`src/rtl/apb_reg_slave_pkg.sv`:
```
// rtl/apb_reg_slave_pkg.sv - shared types and constants for the APB register slave
package apb_reg_slave_pkg;

  typedef enum logic {
    IDLE,
    ACCESS
  } state_e;

  typedef enum logic [2:0] {
    ERR_NONE,
    ERR_MISALIGNED,
    ERR_RANGE,
    ERR_RO_WRITE,
    ERR_PROTOCOL
  } err_cause_e;

  localparam logic [31:0] DEFAULT_ID = 32'hA2B0_0001;

endpackage

```
`src/rtl/apb_reg_slave.sv`:
```
// rtl/apb_reg_slave.sv - APB3 completer with a read-only ID register and a read-write register bank
import apb_reg_slave_pkg::*;

module apb_reg_slave #(
  parameter int          AddrWidth  = 12,
  parameter int          NumRegs    = 8,
  parameter int          WaitCycles = 0,
  parameter logic [31:0] IdValue    = DEFAULT_ID
) (
  input  logic                    clk_i,
  input  logic                    rst_ni,
  input  logic [AddrWidth-1:0]    paddr_i,
  input  logic [31:0]             pwdata_i,
  input  logic                    pwrite_i,
  input  logic                    psel_i,
  input  logic                    penable_i,
  output logic [31:0]             prdata_o,
  output logic                    pready_o,
  output logic                    pslverr_o,
  output logic [NumRegs*32-1:0]   reg_q_o
);

  localparam logic [3:0]  WaitInit = 4'(WaitCycles);
  localparam logic [31:0] NumRegsW = 32'(NumRegs);

  state_e      state_q, state_d;
  logic [3:0]  cnt_q, cnt_d;
  logic [31:0] regs_q [NumRegs-1:1];

  logic [AddrWidth-3:0] idx;
  logic [31:0]          idx_ext;
  logic                 misaligned;
  logic                 in_range;
  logic                 violation;
  logic                 done;
  logic                 complete;
  logic [31:0]          rd_val;
  err_cause_e           err_cause;

  assign idx        = paddr_i[AddrWidth-1:2];
  assign idx_ext    = 32'(idx);
  assign misaligned = (paddr_i[1:0] != 2'b00);
  assign in_range   = (idx_ext < NumRegsW);
  assign violation  = (state_q == IDLE) && psel_i && penable_i;
  assign done       = (state_q == ACCESS) && (cnt_q == 4'd0);
  assign complete   = done && psel_i && penable_i;

  always_comb begin
    err_cause = ERR_NONE;
    if (violation)                     err_cause = ERR_PROTOCOL;
    else if (misaligned)               err_cause = ERR_MISALIGNED;
    else if (!in_range)                err_cause = ERR_RANGE;
    else if (pwrite_i && idx_ext == 0) err_cause = ERR_RO_WRITE;
  end

  always_comb begin
    rd_val = IdValue;
    for (int i = 1; i < NumRegs; i++) begin
      if (idx_ext == 32'(i)) rd_val = regs_q[i];
    end
  end

  // pready depends only on state/counter, except the same-cycle protocol-violation reply
  assign pready_o  = done || violation;
  assign pslverr_o = pready_o && (err_cause != ERR_NONE);
  assign prdata_o  = (done && !pwrite_i && err_cause == ERR_NONE) ? rd_val : 32'd0;

  always_comb begin
    state_d = state_q;
    cnt_d   = cnt_q;
    unique case (state_q)
      IDLE: begin
        if (psel_i && !penable_i) begin
          state_d = ACCESS;
          cnt_d   = WaitInit;
        end
      end
      ACCESS: begin
        if (!psel_i)              state_d = IDLE;
        else if (cnt_q != 4'd0)   cnt_d   = cnt_q - 4'd1;
        else if (penable_i)       state_d = IDLE;
      end
      default: state_d = IDLE;
    endcase
  end

  always_ff @(posedge clk_i or negedge rst_ni) begin
    if (!rst_ni) begin
      state_q <= IDLE;
      cnt_q   <= 4'd0;
    end else begin
      state_q <= state_d;
      cnt_q   <= cnt_d;
    end
  end

  always_ff @(posedge clk_i or negedge rst_ni) begin
    if (!rst_ni) begin
      for (int i = 1; i < NumRegs; i++) regs_q[i] <= 32'd0;
    end else if (complete && pwrite_i && err_cause == ERR_NONE) begin
      for (int i = 1; i < NumRegs; i++) begin
        if (idx_ext == 32'(i)) regs_q[i] <= pwdata_i;
      end
    end
  end

  always_comb begin
    reg_q_o        = '0;
    reg_q_o[31:0]  = IdValue;
    for (int i = 1; i < NumRegs; i++) reg_q_o[32*i +: 32] = regs_q[i];
  end

  a_quiet_when_not_ready: assert property (@(posedge clk_i) disable iff (!rst_ni)
    !pready_o |-> (prdata_o == 32'd0 && !pslverr_o));

  a_protocol_is_error: assert property (@(posedge clk_i) disable iff (!rst_ni)
    (err_cause == ERR_PROTOCOL) |-> (pready_o && pslverr_o));

endmodule

```
`config.mk`:
```
export PLATFORM = sky130hd
export DESIGN_NAME = apb_reg_slave
export DESIGN_NICKNAME = d
export VERILOG_FILES = /design/src/rtl/apb_reg_slave_pkg.sv /design/src/rtl/apb_reg_slave.sv
export SDC_FILE = /design/constraint.sdc
export NUM_CORES = 1
export LEC_CHECK = 0
export ABC_AREA = 1
export CAP_MARGIN = 30
export CORE_ASPECT_RATIO = 0.7
export CORE_MARGIN = 2
export CORE_UTILIZATION = 25
export CTS_CLUSTER_SIZE = 12
export DETAILED_ROUTE_END_ITERATION = 16
export PLACE_DENSITY_LB_ADDON = 0.25
export SYNTH_ARGS = -nofsm -noshare
export SYNTH_HDL_FRONTEND = slang
export SYNTH_SLANG_ARGS = --single-unit
export TNS_END_PERCENT = 20
```
`constraint.sdc`:
```
create_clock -name clk_i -period 2.5 [get_ports clk_i]
set_input_delay 0.625 -clock clk_i [delete_from_list [all_inputs] [get_ports clk_i]]
set_output_delay 0.625 -clock clk_i [all_outputs]
set_load 0.05 [all_outputs]
```
==> summary.md <==
| Metric | Value |
|---|---|
| Detailed-route via count | around 12,000 |
| Drt drc | 0 |
| Nets | ~1,900 |
| Die Area | between 0.04 and 0.05 mm^2 |
| Via density | 4.847 |
| Filler cell count | between 4,000 and 5,000 |
| Clock Skew | 0.01487 ns |
| Grt total ovfl | 0 |
| Clock Power Share | 0.447 |
| Area post-placement | 0.01662 mm^2 |
| Ys flop type | dfrtp_1 |
| GPL Wtd Cong | 0.8909 |
| Total power draw | approximately 8.8 mW |
| CTS tree | yes |
| Bufs on Longest Clock Path | 3 |
| Die height | between 150 and 200 um |
| Synth unique cells | 31 |
| Remaining antenna violation count after routing | 0 |
| Main area contributors after synthesis | dfrtp_1 50%, nand2_1 17%, o21ai_0 12% |
| Pin count of the biggest net entering global routing | a little under 70 |
| Max cap viols | 0 |
| Switching pwr | ~2.2 mW |
| Hold Crit Class | register to register |
| Final Core Density | 0.4035 |
| Max Slew Vio Count | 0 |
| CP arrival | 2.60 ns |
| Iter 0 DRT Violations | approximately 1,000 |
| Reg2Reg Depth | 12 |
| Combinational power share | 0.123 |
| Worst vdd ir | between 0.4 and 0.5 mV |
| Crit path kind | register to output port |
| Rows | 65 |
| Register area | 0.005731 mm^2 |
| Crit-path max FO | 8 |
| Pwr Density | between 400 and 500 mW/mm^2 |
| Internal power | about 6.5 mW |
| WL per Instance | approximately 21 um |
| Fin. Hold Viols | 0 |
| Post-Syn Area | roughly 0.011 mm^2 |
| Setup TNS | -22.49 ns |
| Post-route cell area | around 0.018 mm^2 |
| Finish-stage setup viols | 34 |
| Layout cell share with drive strength beyond 1 | 0.1735 |
| DRT Wirelength | 53.11 mm |
| Startpoint Class | register |
| Period Utilization, post-route | 1.292 |
| H-tree levels | 1 |
| Worst r2r src | cnt_q[1] |
| Initial antenna violation count | 0 |
| Required time of the critical path | around 1.9 ns |
| Vias in the first global route | between 10,000 and 15,000 |
| Root Buffer | clkbuf_16 |
| Status | complete, but fails checks |
| Number of flops mapped to enable cells by yosys | 0 |
| RSZ-0062 raised after global routing | yes |
| Die X-Extent | ~260 um |
| 1st-pass router iterations | 5 |
| Post-synthesis register bit count | about 230 |
| Synth top area share | 0.5003 |
| Critical Path End | prdata_o[5] |
| CORE AREA | 0.04514 mm^2 |
| Initial Util | 0.2538 |
| Number of warnings issued by yosys | 0 |
| Post-synthesis sequential area ratio | 0.5003 |
| Failing checks | negative setup slack |
| N_diodes | 0 |
| Sw Ratio | 0.2520 |
| Sequential power share | 0.431 |
| Clock period minus worst slack | between 3 and 4 ns |
| Post-synth top area cell | dfrtp_1 |
| Fmax | 0.3096 GHz |
| Syn Area/Cell | roughly 7.6 um^2 |
| Clk pin slew, worst setup/hold paths | about 0.060 ns |
| First-pass GRT wire length | roughly 78 mm |
| Port bufs | 306 |
| Worst slew pin tran | roughly 0.64 ns |
| Overall routing resource usage | 0.2192 |
| TritonCTS Buffers | 26 |
| Clock latency at the later pin of the worst-skew pair | around 0.55 ns |
| Clock Sinks | between 200 and 250 |
| CP endpoint kind | output port |
| Slew HR | 0.5748 |
| P&R area growth vs syn | 59.00% |
| Area occupied by multi-input gates | 0.005394 mm^2 |
| DP Wirelength | ~37 mm |
| Post-route setup slack | -0.7297 ns |
| I/O pins | 339 |
| Post-Synthesis Cells | 1,506 |
| R2R Path End | reg_q_o[244] |
| R2r setup slk | roughly 0.1 ns |
| Ys async rst share | 1.000 |
| Leak pwr | between 8 and 9 nW |
| Critical Path Start | cnt_q[1] |
## placed cells by master, fill, tap and decap left out, drive strengths merged
master / instances
ha: 1
bufbuf: 2
buf: 183
dlygate4sd3: 1
o22ai: 11
dfrtp: 229
o21ai: 279
nor2: 47
bufinv: 2
inv: 100
dlymetal6s2s: 3
conb: 32
nand3: 44
xnor2: 2
dlygate4sd2: 9
nor4: 3
nand2: 516
clkinvlp: 8
nor3b: 1
o211ai: 24
o31ai: 2
clkdlybuf4s50: 253
clkbuf: 41
clkinv: 8
nor3: 3
o21bai: 5
nand4: 21
a21oi: 77
nand3b: 1
## power groups by stage
stage / Combinational [mW] / Clock (mW) / Sequential (mW)
3_3_place_gp: 0.861 / 0 / 3.83
2_1_floorplan: 0.390 / 0 / 3.83
3_5_place_dp: 0.871 / 0 / 3.83
5_1_grt: 1.16 / 4.16 / 3.77
6_report: 1.07 / 3.91 / 3.77
4_1_cts: 1.01 / 4.00 / 3.77
## how the worst min path moves through the flow
stage                       startpoint            to  cells past startpoint
after global routing       reg_q_o[96]   reg_q_o[96]                      2
final                     reg_q_o[220]  reg_q_o[220]                      2
after global placement     reg_q_o[32]   reg_q_o[32]                      2
after detailed placement  reg_q_o[177]  reg_q_o[177]                      2
after floorplan                 rst_ni      cnt_q[0]                      0
after CTS                 reg_q_o[177]  reg_q_o[177]                      2
## state kept, by name, summed over array words and instances (netlist names)
register	flops
cnt_q	4
state_q	1
reg_q_o	224
## through the flow
| stage | hold WS, ns | worst slack, ns | cells |
|---|---|---|---|
| floorplan | 0.3294 | -0.1816 | 1536 |
| global placement | 0.5034 | -0.8498 | 2442 |
| detailed placement | 0.5110 | -0.9037 | 2442 |
| CTS | 0.5249 | -0.7916 | 2506 |
| global route | 0.5580 | -0.8362 | 2511 |
| finish | 0.5136 | -0.7297 | 2511 |
## cell families (layout without fill, tap and decap cells)
kind of cell | Yosys count | after routing | synth area share
XOR/XNOR | 2 | 2 | 0.001529
other | 2 | 32 | 0.0006556
AND/OR/NAND/NOR | 636 | 636 | 0.2223
adder cells (fa/ha/maj) | 1 | 1 | 0.001092
AO/OA/AOI/OAI | 398 | 398 | 0.1819
flip-flops | 229 | 229 | 0.5003
buffers and inverters | 238 | 610 | 0.09230
## critical path, cell delays in order, from the launching register on
cell,delay [ns]
dfrtp_1,0.39
inv_2,0.08
ha_4,0.13
nor3b_4,0.21
nand2_2,0.10
nor4_4,0.30
buf_4,0.20
nand2_4,0.05
buf_12,0.17
a21oi_2,0.12
nand2_2,0.08
clkinvlp_4,0.08
buf_8,0.14
## what timing repair did
item | 4_1_cts | 5_1_grt
gates cloned | 5 | 0
setup buffers | 14 | 5
pin swaps | 23 | 13
endpoints found under the setup margin | 157 | 141
hold buffers | 1 | 0
endpoints found under the hold margin | 3 | 0
gates resized for setup | 86 | 77
## final cells by class
| type | instances | area share |
|---|---|---|
| Clock inverter | 5 | 0.004122 |
| Clock buffer | 40 | 0.04253 |
| Sequential cell | 229 | 0.3146 |
| Tap cell | 603 | 0.04143 |
| Multi-Input combinational cell | 1069 | 0.2962 |
| Timing Repair Buffer | 452 | 0.2754 |
| Inverter | 113 | 0.02569 |
## per-layer routing
layer / routed length (um) / share of wire / vias to the layer above / GRT usage
met3: 4667 / 0.088 / 66 / 0.04823
met2: 23880 / 0.45 / 521 / 0.3420
li1: - / - / 5631 / -
met1: 23410 / 0.44 / 5953 / 0.3100
met5: 0 / 0 / - / 0
met4: 1151 / 0.022 / 0 / 0.04690
## Yosys cell counts (2+ instances only)
cell type and instances:
a21oi_1 77, buf_1 5, buf_2 28, buf_4 34, clkbuf_1 57, clkinv_1 4
conb_1 2, dfrtp_1 229, inv_1 108, nand2_1 516, nand3_1 44, nand4_1 20
nor2_1 43, nor2_2 3, nor3_1 2, nor4_1 2, o211ai_1 24, o21ai_0 279
o21bai_1 5, o22ai_1 11, o31ai_1 2, xnor2_1 2
(Power assumes the default switching activity.)
